`src/rtl/load_store_unit.sv`:
```
// load_store_unit: byte-addressed load/store sequencer for a word-addressed
// data memory. Sub-word stores use read-modify-write. Each accepted request
// produces one single-cycle response pulse.
// Optional feature macro: LSU_MISALIGN_TRAP_EN
//   defined   -> misaligned requests skip memory and respond with resp_misaligned=1
//   undefined -> misaligned requests are forced to natural alignment and executed
module load_store_unit #(
    parameter int unsigned ADDR_W = 10
) (
    input  logic              clk,
    input  logic              rst_n,
    input  logic              req_valid,
    output logic              req_ready,
    input  logic              req_write,
    input  logic [ADDR_W+1:0] req_addr,
    input  logic [1:0]        req_size,
    input  logic              req_unsigned,
    input  logic [31:0]       req_wdata,
    output logic              resp_valid,
    output logic [31:0]       resp_rdata,
    output logic              resp_misaligned,
    output logic [ADDR_W-1:0] mem_addrs,
    output logic              mem_read,
    output logic              mem_write,
    output logic [31:0]       write_data,
    input  logic [31:0]       read_data
);

    localparam int unsigned BA_W = ADDR_W + 2;

    localparam logic [1:0] SZ_BYTE = 2'b00;
    localparam logic [1:0] SZ_HALF = 2'b01;
    localparam logic [1:0] SZ_WORD = 2'b10;

    typedef enum logic [1:0] {
        IDLE  = 2'b00,
        READ  = 2'b01,
        WRITE = 2'b10,
        RESP  = 2'b11
    } state_t;

    state_t      state;

    // Request fields held from acceptance until the next IDLE
    logic        write_q;
    logic [1:0]  size_q;
    logic [1:0]  off_q;
    logic        uns_q;
    logic [31:0] wdata_q;

    logic        accept_c;
    logic [1:0]  size_n_c;
    logic [1:0]  off_c;
    logic        trap_c;

    // Extract the addressed lane of a memory word and extend it
    function automatic logic [31:0] load_extract(input logic [31:0] w,
                                                 input logic [1:0]  sz,
                                                 input logic [1:0]  off,
                                                 input logic        uns);
        logic [31:0] sh;
        logic [31:0] r;
        sh = w >> {off, 3'b000};
        case (sz)
            SZ_BYTE: r = uns ? {24'h0, sh[7:0]}  : {{24{sh[7]}}, sh[7:0]};
            SZ_HALF: r = uns ? {16'h0, sh[15:0]} : {{16{sh[15]}}, sh[15:0]};
            default: r = w;
        endcase
        return r;
    endfunction

    // Replace the addressed byte/half lane of a word with right-aligned store data
    function automatic logic [31:0] store_merge(input logic [31:0] w,
                                                input logic [1:0]  sz,
                                                input logic [1:0]  off,
                                                input logic [31:0] wd);
        logic [31:0] m;
        logic [31:0] d;
        case (sz)
            SZ_BYTE: begin
                m = 32'h0000_00FF << {off, 3'b000};
                d = {24'h0, wd[7:0]} << {off, 3'b000};
            end
            SZ_HALF: begin
                m = 32'h0000_FFFF << {off[1], 4'b0000};
                d = {16'h0, wd[15:0]} << {off[1], 4'b0000};
            end
            default: begin
                m = 32'hFFFF_FFFF;
                d = wd;
            end
        endcase
        return (w & ~m) | (d & m);
    endfunction

    // Request decode: size normalisation, lane offset alignment, trap decision
    always_comb begin
        accept_c = req_valid && req_ready;
        size_n_c = (req_size == 2'b11) ? SZ_WORD : req_size;
        case (size_n_c)
            SZ_HALF: off_c = {req_addr[1], 1'b0};
            SZ_WORD: off_c = 2'b00;
            default: off_c = req_addr[1:0];
        endcase
`ifdef LSU_MISALIGN_TRAP_EN
        trap_c = ((size_n_c == SZ_HALF) && req_addr[0]) ||
                 ((size_n_c == SZ_WORD) && (req_addr[1:0] != 2'b00));
`else
        trap_c = 1'b0;
`endif
    end

    // Sequencer: state, latched request, memory strobes and response registers.
    // write_data doubles as the RMW word buffer.
    always_ff @(posedge clk or negedge rst_n) begin
        if (!rst_n) begin
            state           <= IDLE;
            req_ready       <= 1'b1;
            resp_valid      <= 1'b0;
            resp_rdata      <= 32'h0;
            resp_misaligned <= 1'b0;
            mem_addrs       <= '0;
            mem_read        <= 1'b0;
            mem_write       <= 1'b0;
            write_data      <= 32'h0;
            write_q         <= 1'b0;
            size_q          <= SZ_BYTE;
            off_q           <= 2'b00;
            uns_q           <= 1'b0;
            wdata_q         <= 32'h0;
        end else begin
            case (state)
                IDLE: begin
                    if (accept_c) begin
                        write_q   <= req_write;
                        size_q    <= size_n_c;
                        off_q     <= off_c;
                        uns_q     <= req_unsigned;
                        wdata_q   <= req_wdata;
                        mem_addrs <= req_addr[BA_W-1:2];
                        req_ready <= 1'b0;
                        if (trap_c) begin
                            state           <= RESP;
                            resp_valid      <= 1'b1;
                            resp_rdata      <= 32'h0;
                            resp_misaligned <= 1'b1;
                        end else if (req_write && (size_n_c == SZ_WORD)) begin
                            state      <= WRITE;
                            mem_write  <= 1'b1;
                            write_data <= req_wdata;
                        end else begin
                            state    <= READ;
                            mem_read <= 1'b1;
                        end
                    end
                end
                READ: begin
                    mem_read <= 1'b0;
                    if (write_q) begin
                        state      <= WRITE;
                        mem_write  <= 1'b1;
                        write_data <= store_merge(read_data, size_q, off_q, wdata_q);
                    end else begin
                        state      <= RESP;
                        resp_valid <= 1'b1;
                        resp_rdata <= load_extract(read_data, size_q, off_q, uns_q);
                    end
                end
                WRITE: begin
                    mem_write  <= 1'b0;
                    state      <= RESP;
                    resp_valid <= 1'b1;
                    resp_rdata <= 32'h0;
                end
                RESP: begin
                    state           <= IDLE;
                    req_ready       <= 1'b1;
                    resp_valid      <= 1'b0;
                    resp_rdata      <= 32'h0;
                    resp_misaligned <= 1'b0;
                end
                default: begin
                    state     <= IDLE;
                    req_ready <= 1'b1;
                end
            endcase
        end
    end

endmodule

```
`config.mk`:
```
export PLATFORM = sky130hd
export DESIGN_NAME = load_store_unit
export DESIGN_NICKNAME = d
export VERILOG_FILES = /design/src/rtl/load_store_unit.sv
export SDC_FILE = /design/constraint.sdc
export NUM_CORES = 1
export LEC_CHECK = 0
export ABC_AREA = 1
export CAP_MARGIN = 20
export CELL_PAD_IN_SITES_DETAIL_PLACEMENT = 1
export CELL_PAD_IN_SITES_GLOBAL_PLACEMENT = 1
export CORE_MARGIN = 5
export CORE_UTILIZATION = 31
export CTS_BUF_LIST = sky130_fd_sc_hd__clkbuf_8 sky130_fd_sc_hd__clkbuf_16
export CTS_CLUSTER_SIZE = 12
export DETAILED_ROUTE_END_ITERATION = 10
export PLACE_DENSITY = 0.76
export SLEW_MARGIN = 40
export SYNTH_ARGS = -nofsm -noshare
export SYNTH_HDL_FRONTEND = slang
export SYNTH_SLANG_ARGS = --single-unit
```
`constraint.sdc`:
```
create_clock -name clk -period 1.5 [get_ports clk]
set_input_delay 0.225 -clock clk [delete_from_list [all_inputs] [get_ports clk]]
set_output_delay 0.225 -clock clk [all_outputs]
set_load 0.01 [all_outputs]
```
**After elaboration in Yosys (flattened, before gate mapping)**

Index checks and enable logic that the tools add are counted.

- Muxes and demuxes: 32
- Equality and inequality tests: 12
- Add/sub/neg operators: 0
- $mul: 0
- Reduce and logical (&&, ||, !) cells: 14
- Bitwise operators: 5
- Shift operators: 5
- Order comparisons: 0
- Divide/modulo/power cells: 0

Operators by type and width:

| operator | number |
|---|---|
| 2-to-1 mux 32 bit | 10 |
| case mux 32 bit (2 select lines) | 5 |
| bitwise AND 32 bit | 2 |
| NOT 32 bit | 1 |
| OR 32 bit | 1 |
| left shift 16 x 5 -> 32 bit | 1 |
| left shift 16 x 5 -> 32 bit, first input constant | 1 |
| left shift 8 x 5 -> 32 bit | 1 |
| left shift 8 x 5 -> 32 bit, first input constant | 1 |
| right shift 32 x 5 -> 16 bit | 1 |
| inequality test 2 bit, second input constant | 5 |
| equality test 2 bit, second input constant | 4 |
| 2-to-1 mux 1 bit | 8 |
| case mux 2 bit (4 select lines) | 1 |
| AND reduction 4 bit | 2 |
| equality test 2 x 1 -> 1 bit, second input constant | 3 |
| 2-to-1 mux 2 bit | 3 |
| case mux 1 bit (3 select lines) | 2 |
| AND reduction 2 bit | 3 |
| logical NOT 2 bit | 2 |
| case mux 1 bit (2 select lines) | 2 |
| case mux 2 bit (2 select lines) | 1 |
| nonzero test 2 bit | 2 |
| AND reduction 3 bit | 1 |
| other kinds (4) | 5 |

- Register bits after elaboration: 118
- Bits in writable memories: 0
- ROM bits: 0
- Memories kept: 0
- Output and inout port bits: 79
- Input bits: 83
- Logic and storage cells: 81
- Bits in latches: 0

**Logic depth before layout (Yosys ltp)**

- Depth after elaboration: 9
- Gate-level depth with buffers: 11
- Depth with buffers taken out: 9

**Worst setup path after synthesis**

No wires, ideal clock.

- Path kind: register to register
- From: register state[1]
- To: register resp_rdata[30]
- Arrival time: 1.519 ns
- Period minus slack after synthesis: 1.585 ns
- Cell stages (with the launch flop): 10
- Slack: -0.085 ns
- Path buffers: 2
- Library setup time: 0.066 ns
- Required time: 1.434 ns
- Cells stage by stage: dfrtp_1 -> inv_1 -> ha_1 -> buf_2 -> a21oi_1 -> nand3_2 -> clkbuf_1 -> a21oi_1 -> nand2_1 -> nand2_1

- Word-level cells in the longest chain between the ends: 3
- Elaborated cells between the ends (all ways): 9
- Those cells by class: eq/ne: 4; mux: 1; bitwise: 1; reduce/logical: 3

Ends and longest elaborated chain:

| item | line | text |
|---|---|---|
| start, declared | 42 | `state_t state;` |
| start signal, assigned | 117 | `state <= IDLE;` |
| start signal, assigned | 143 | `state <= RESP;` |
| start signal, assigned | 148 | `state <= WRITE;` |
| equality test 2 bit (tied with other cells) | 132 | `case (state)` |
| OR reduction 2 bit (no source line) (tied with other cells) | -- |  |
| case mux 32 bit (2 select lines) / AND reduction 2 bit (equally long branches) | -- |  |
| end signal, assigned | 166 | `resp_rdata <= load_extract(read_data, size_q, off_q, uns_q);` |
| end, declared | 20 | `output logic [31:0] resp_rdata,` |

Several ways; a longest one is shown, not always the timed one.
A chain may end at the register's enable or synchronous reset.

**Final worst setup path**

- From: register state[0]
- To: register write_data[8]

- Word-level cells in the longest chain between the ends: 3
- Elaborated cells between the ends (all ways): 8
- Those cells by class: eq/ne: 4; mux: 1; reduce/logical: 3

Ends and longest elaborated chain:

| item | line | text |
|---|---|---|
| equality test 2 x 1 -> 1 bit / logical NOT 2 bit (equally long branches) | 132 |  |
| inequality test 2 bit (no source line) / nonzero test 2 bit (equally long branches) | -- |  |
| AND reduction 4 bit (no source line) | -- |  |
| end signal, assigned | 150 | `write_data <= req_wdata;` |
| end signal, assigned | 162 | `write_data <= store_merge(read_data, size_q, off_q, wdata_q);` |
| end, declared | 25 | `output logic [31:0] write_data,` |

Several ways; a longest one is shown, not always the timed one.

==> results.tsv <==
stage	metric	value	unit
outcome	status	finished, violations left	
outcome	violations	negative setup slack	
min_path	hold_path_class	in -> reg	
synthesis	syn_area_per_cell	6.88	um^2
finish	post-route-util	49.9	%
drt	drt_pass1_iterations	4	
drt	drt_wl_total	26400	um
finish	fin_nets	1255	
drt	via_per_inst	4.90	
power	peakVddDrop	0.945	mV
power	p_sw	0.0106	W
synthesis	seq_area_frac_synth	45.6	%
timing	max_freq	0.601	GHz
timing	fin_skew	0.00899	ns
grt	grt_pass1_wl	41400	um
power	power.leakage	5.12	nW
power	p_int	0.0135	W
worst_setup_path	path_buf_inv	3	
timing	timing.final.crit_share	111	%
timing	timing.hold.ws	0.333	ns
finish	area_delta_synth_final	57.4	%
synthesis	synth.yosys.warnings	0	
synthesis	synth.distinct_cells	28	
drt	drc	0	
timing	hold_viol_final	0	
die	die_width	155	um
synthesis	ys_ff_latch	118	
worst_setup_path	critPathLaunchType	register	
grt	globalRouteTotalUtil	22.0	%
clock_network	cts_root_buf	clkbuf_16	
clock_network	cts.path.max_buffers	2	
grt	grt_max_degree	66	
power	p_sw_share	44.0	%
die	io_pins	162	
worst_setup_path	critical_path.max_fanout	7	
timing	slew_viol_final	0	
die	initial_core_util	31.7	%
die	die_y	155	um
clock_network	cts_tree	yes	
power	pwr-share-comb	58.7	%
timing	setup-violations-final	116	
drt	antenna_left	0	
drt	drt-initial-drc-count	351	
worst_setup_path	arrival	2.03	ns
worst_setup_path	cp_top_family	flip-flops	
die	core	20400	um^2
clock_network	htreeDepth	4	
clock_network	cts.clk_slew.worst_paths	0.06	ns
grt	grt_antenna_before_repair	0	
timing	rsz0062_at_grt	yes	
worst_setup_path	cp.required	1.86	ns
worst_setup_path	worstSetupPathType	reg -> reg	
die	placementRows	52	
power	pwr-share-seq	24.2	%
clock_network	clk_latency	0.43	ns
clock_network	cts.sinks	118	
synthesis	postSynthCellCount	941	
grt	overflow	0	
timing	setup_ws	-0.164	ns
flow_run	maxCapViolCount	0	
synthesis	syn_area	6470	um^2
clock_network	cts_made_buffers	17	
die	dieArea	23900	um^2
grt	use_met1	29.1	%
worst_setup_path	crit_slowest_cell	dfrtp_2	
drt	dr_total_vias	7110	
drt	post_drt_wl_per_cell	18.2	um
worst_setup_path	crit_top_cell	nand2_1	
worst_setup_path	critPathMaxStageDelay	0.45	ns
grt	grtUsageMet3	4.25	%
power	p_per_area	2370	nW/um^2
place	finalWeightedCongestion	0.867	
finish	drive_gt1_share	19.2	%
finish	diodes	0	
synthesis	syn_nets	1029	
worst_setup_path	crit_chain	inv_2 -> ha_4 -> nor2_4 -> a21oi_2 -> nand3_4 -> buf_12 -> buf_16 -> a21oi_4 -> nand2_1 -> nand2_1	
power	clock_power_share	17.1	%
worst_setup_path	end_kind	register	
finish	fill_cells	2550	
place	numPortBuffers	160	
grt	grt.met2_usage	36.1	%
timing	min_period	1.66	ns
grt	grt_pass1_vias	7496	
grt	busiest_layer	met2	
place	dpl.hpwl	18400	um
-- layout make-up --
| class | instances | area (um^2) | share of cell area (%) |
|---|---|---|---|
| inverters | 80 | 318 | 3.12 |
| repair buffers | 249 | 2570 | 25.2 |
| well taps | 270 | 338 | 3.31 |
| flip-flops and latches | 118 | 2960 | 29.0 |
| clock buffers | 20 | 467 | 4.58 |
| multi-input cells | 701 | 3420 | 33.5 |
| clock inverters | 12 | 128 | 1.25 |
-- power groups by stage --
stage | Sequential (W) | Clock, W | Combinational [W]
2_1_floorplan | 0.00601 | 0 | 0.00622
3_3_place_gp | 0.00581 | 0 | 0.0115
3_5_place_dp | 0.00584 | 0 | 0.0119
4_1_cts | 0.00581 | 0.00419 | 0.0133
5_1_grt | 0.00603 | 0.00435 | 0.0155
6_report | 0.00584 | 0.00413 | 0.0142
-- cells in the final DEF (no fill, tap or decap), drive strengths merged, types with 52 or more instances in the layout --
| cell type | synthesis | routed |
|---|---|---|
| nand3 | 52 | 52 |
| dlygate4sd2 | 0 | 77 |
| inv | 77 | 80 |
| a21oi | 67 | 67 |
| clkdlybuf4s50 | 0 | 81 |
| buf | 24 | 88 |
| nand2 | 409 | 409 |
| nor2 | 103 | 103 |
| o21ai | 54 | 54 |
| dfrtp | 117 | 117 |
-- kinds of logic after synthesis --
family                     after synthesis  share of synthesized area, %
buffers and inverters                  122                          8.06
other                                    1                        0.0579
adders and majority gates                5                         0.966
and+or+nand+nor                        571                          35.6
DFF                                    118                          45.6
AOI/OAI and AO/OA                      124                          9.74
-- worst paths after layout --
path	from	end	slack [ns]	cells after the start
worst max-delay path	state[0]$_DFFE_PN0P_	write_data[8]$_DFFE_PN0P_	-0.16	10
worst max register to register	state[0]$_DFFE_PN0P_	write_data[8]$_DFFE_PN0P_	-0.16	10
worst min-delay path	req_addr[6]	mem_addrs[4]$_DFFE_PN0P_	0.33	3
worst min register to register	resp_rdata[18]$_DFFE_PN0P_	resp_rdata[18]$_DFFE_PN0P_	0.46	2
min in group asynchronous	rst_n	resp_rdata[18]$_DFFE_PN0P_	0.35	3
max in group asynchronous	rst_n	req_ready$_DFFE_PN1P_	0.79	3
-- cell usage after synthesis, drive strengths merged --
library cell	instances	area [um^2]
nand3b	7	52.6
nand3	52	283
buf	24	154
o22ai	1	6.26
clkinv	3	11.3
dfrtp	117	2930
a21oi	67	335
ha	5	62.6
nor2	103	412
o211ai	2	15.0
conb	1	3.75
dfstp	1	26.3
inv	77	289
o21ai	54	274
clkbuf	18	67.6
nand2	409	1560
-- worst min-delay path: stages --
cell             delay [ns]
clkdlybuf4s50_1        0.39
nand2_1                0.07
nand2_1                0.04
-- flip-flops by register name (all words and copies together), names as in the netlist --
name	flops
resp_rdata	32
wdata_q	32
write_data	32
mem_addrs	10
off_q	2
size_q	2
state	2
mem_read	1
mem_write	1
req_ready	1
resp_valid	1
uns_q	1
write_q	1
-- routing by layer --
metal / up-vias / share of wire (%)
met5: - / 0
li1: 3385 / -
met2: 179 / 48
met4: 0 / 2.3
met1: 3512 / 45
met3: 34 / 4.1
-- timing repair --
action,4_1_cts,5_1_grt
buffers inserted,9,3
gates resized for setup,174,47
endpoints found under the hold margin,117,0
hold buffers,1,0
pin swaps,20,19
setup endpoints to repair,193,117
cloned,7,2
-- through the flow --
step,TNS (ns),instance area [um^2],total power (W),setup WS [ns],cells
finish,-9.42,10200,0.0242,-0.164,1450
CTS,-6.76,9970,0.0233,-0.129,1445
floorplan,-0.0416,6560,0.0122,-0.00416,941
global route,-17.27,10200,0.0258,-0.233,1450
global placement,-7.58,8910,0.0174,-0.183,1397
detailed placement,-11.25,8910,0.0178,-0.259,1397
Note: power is estimated with default switching activity, not from simulation.
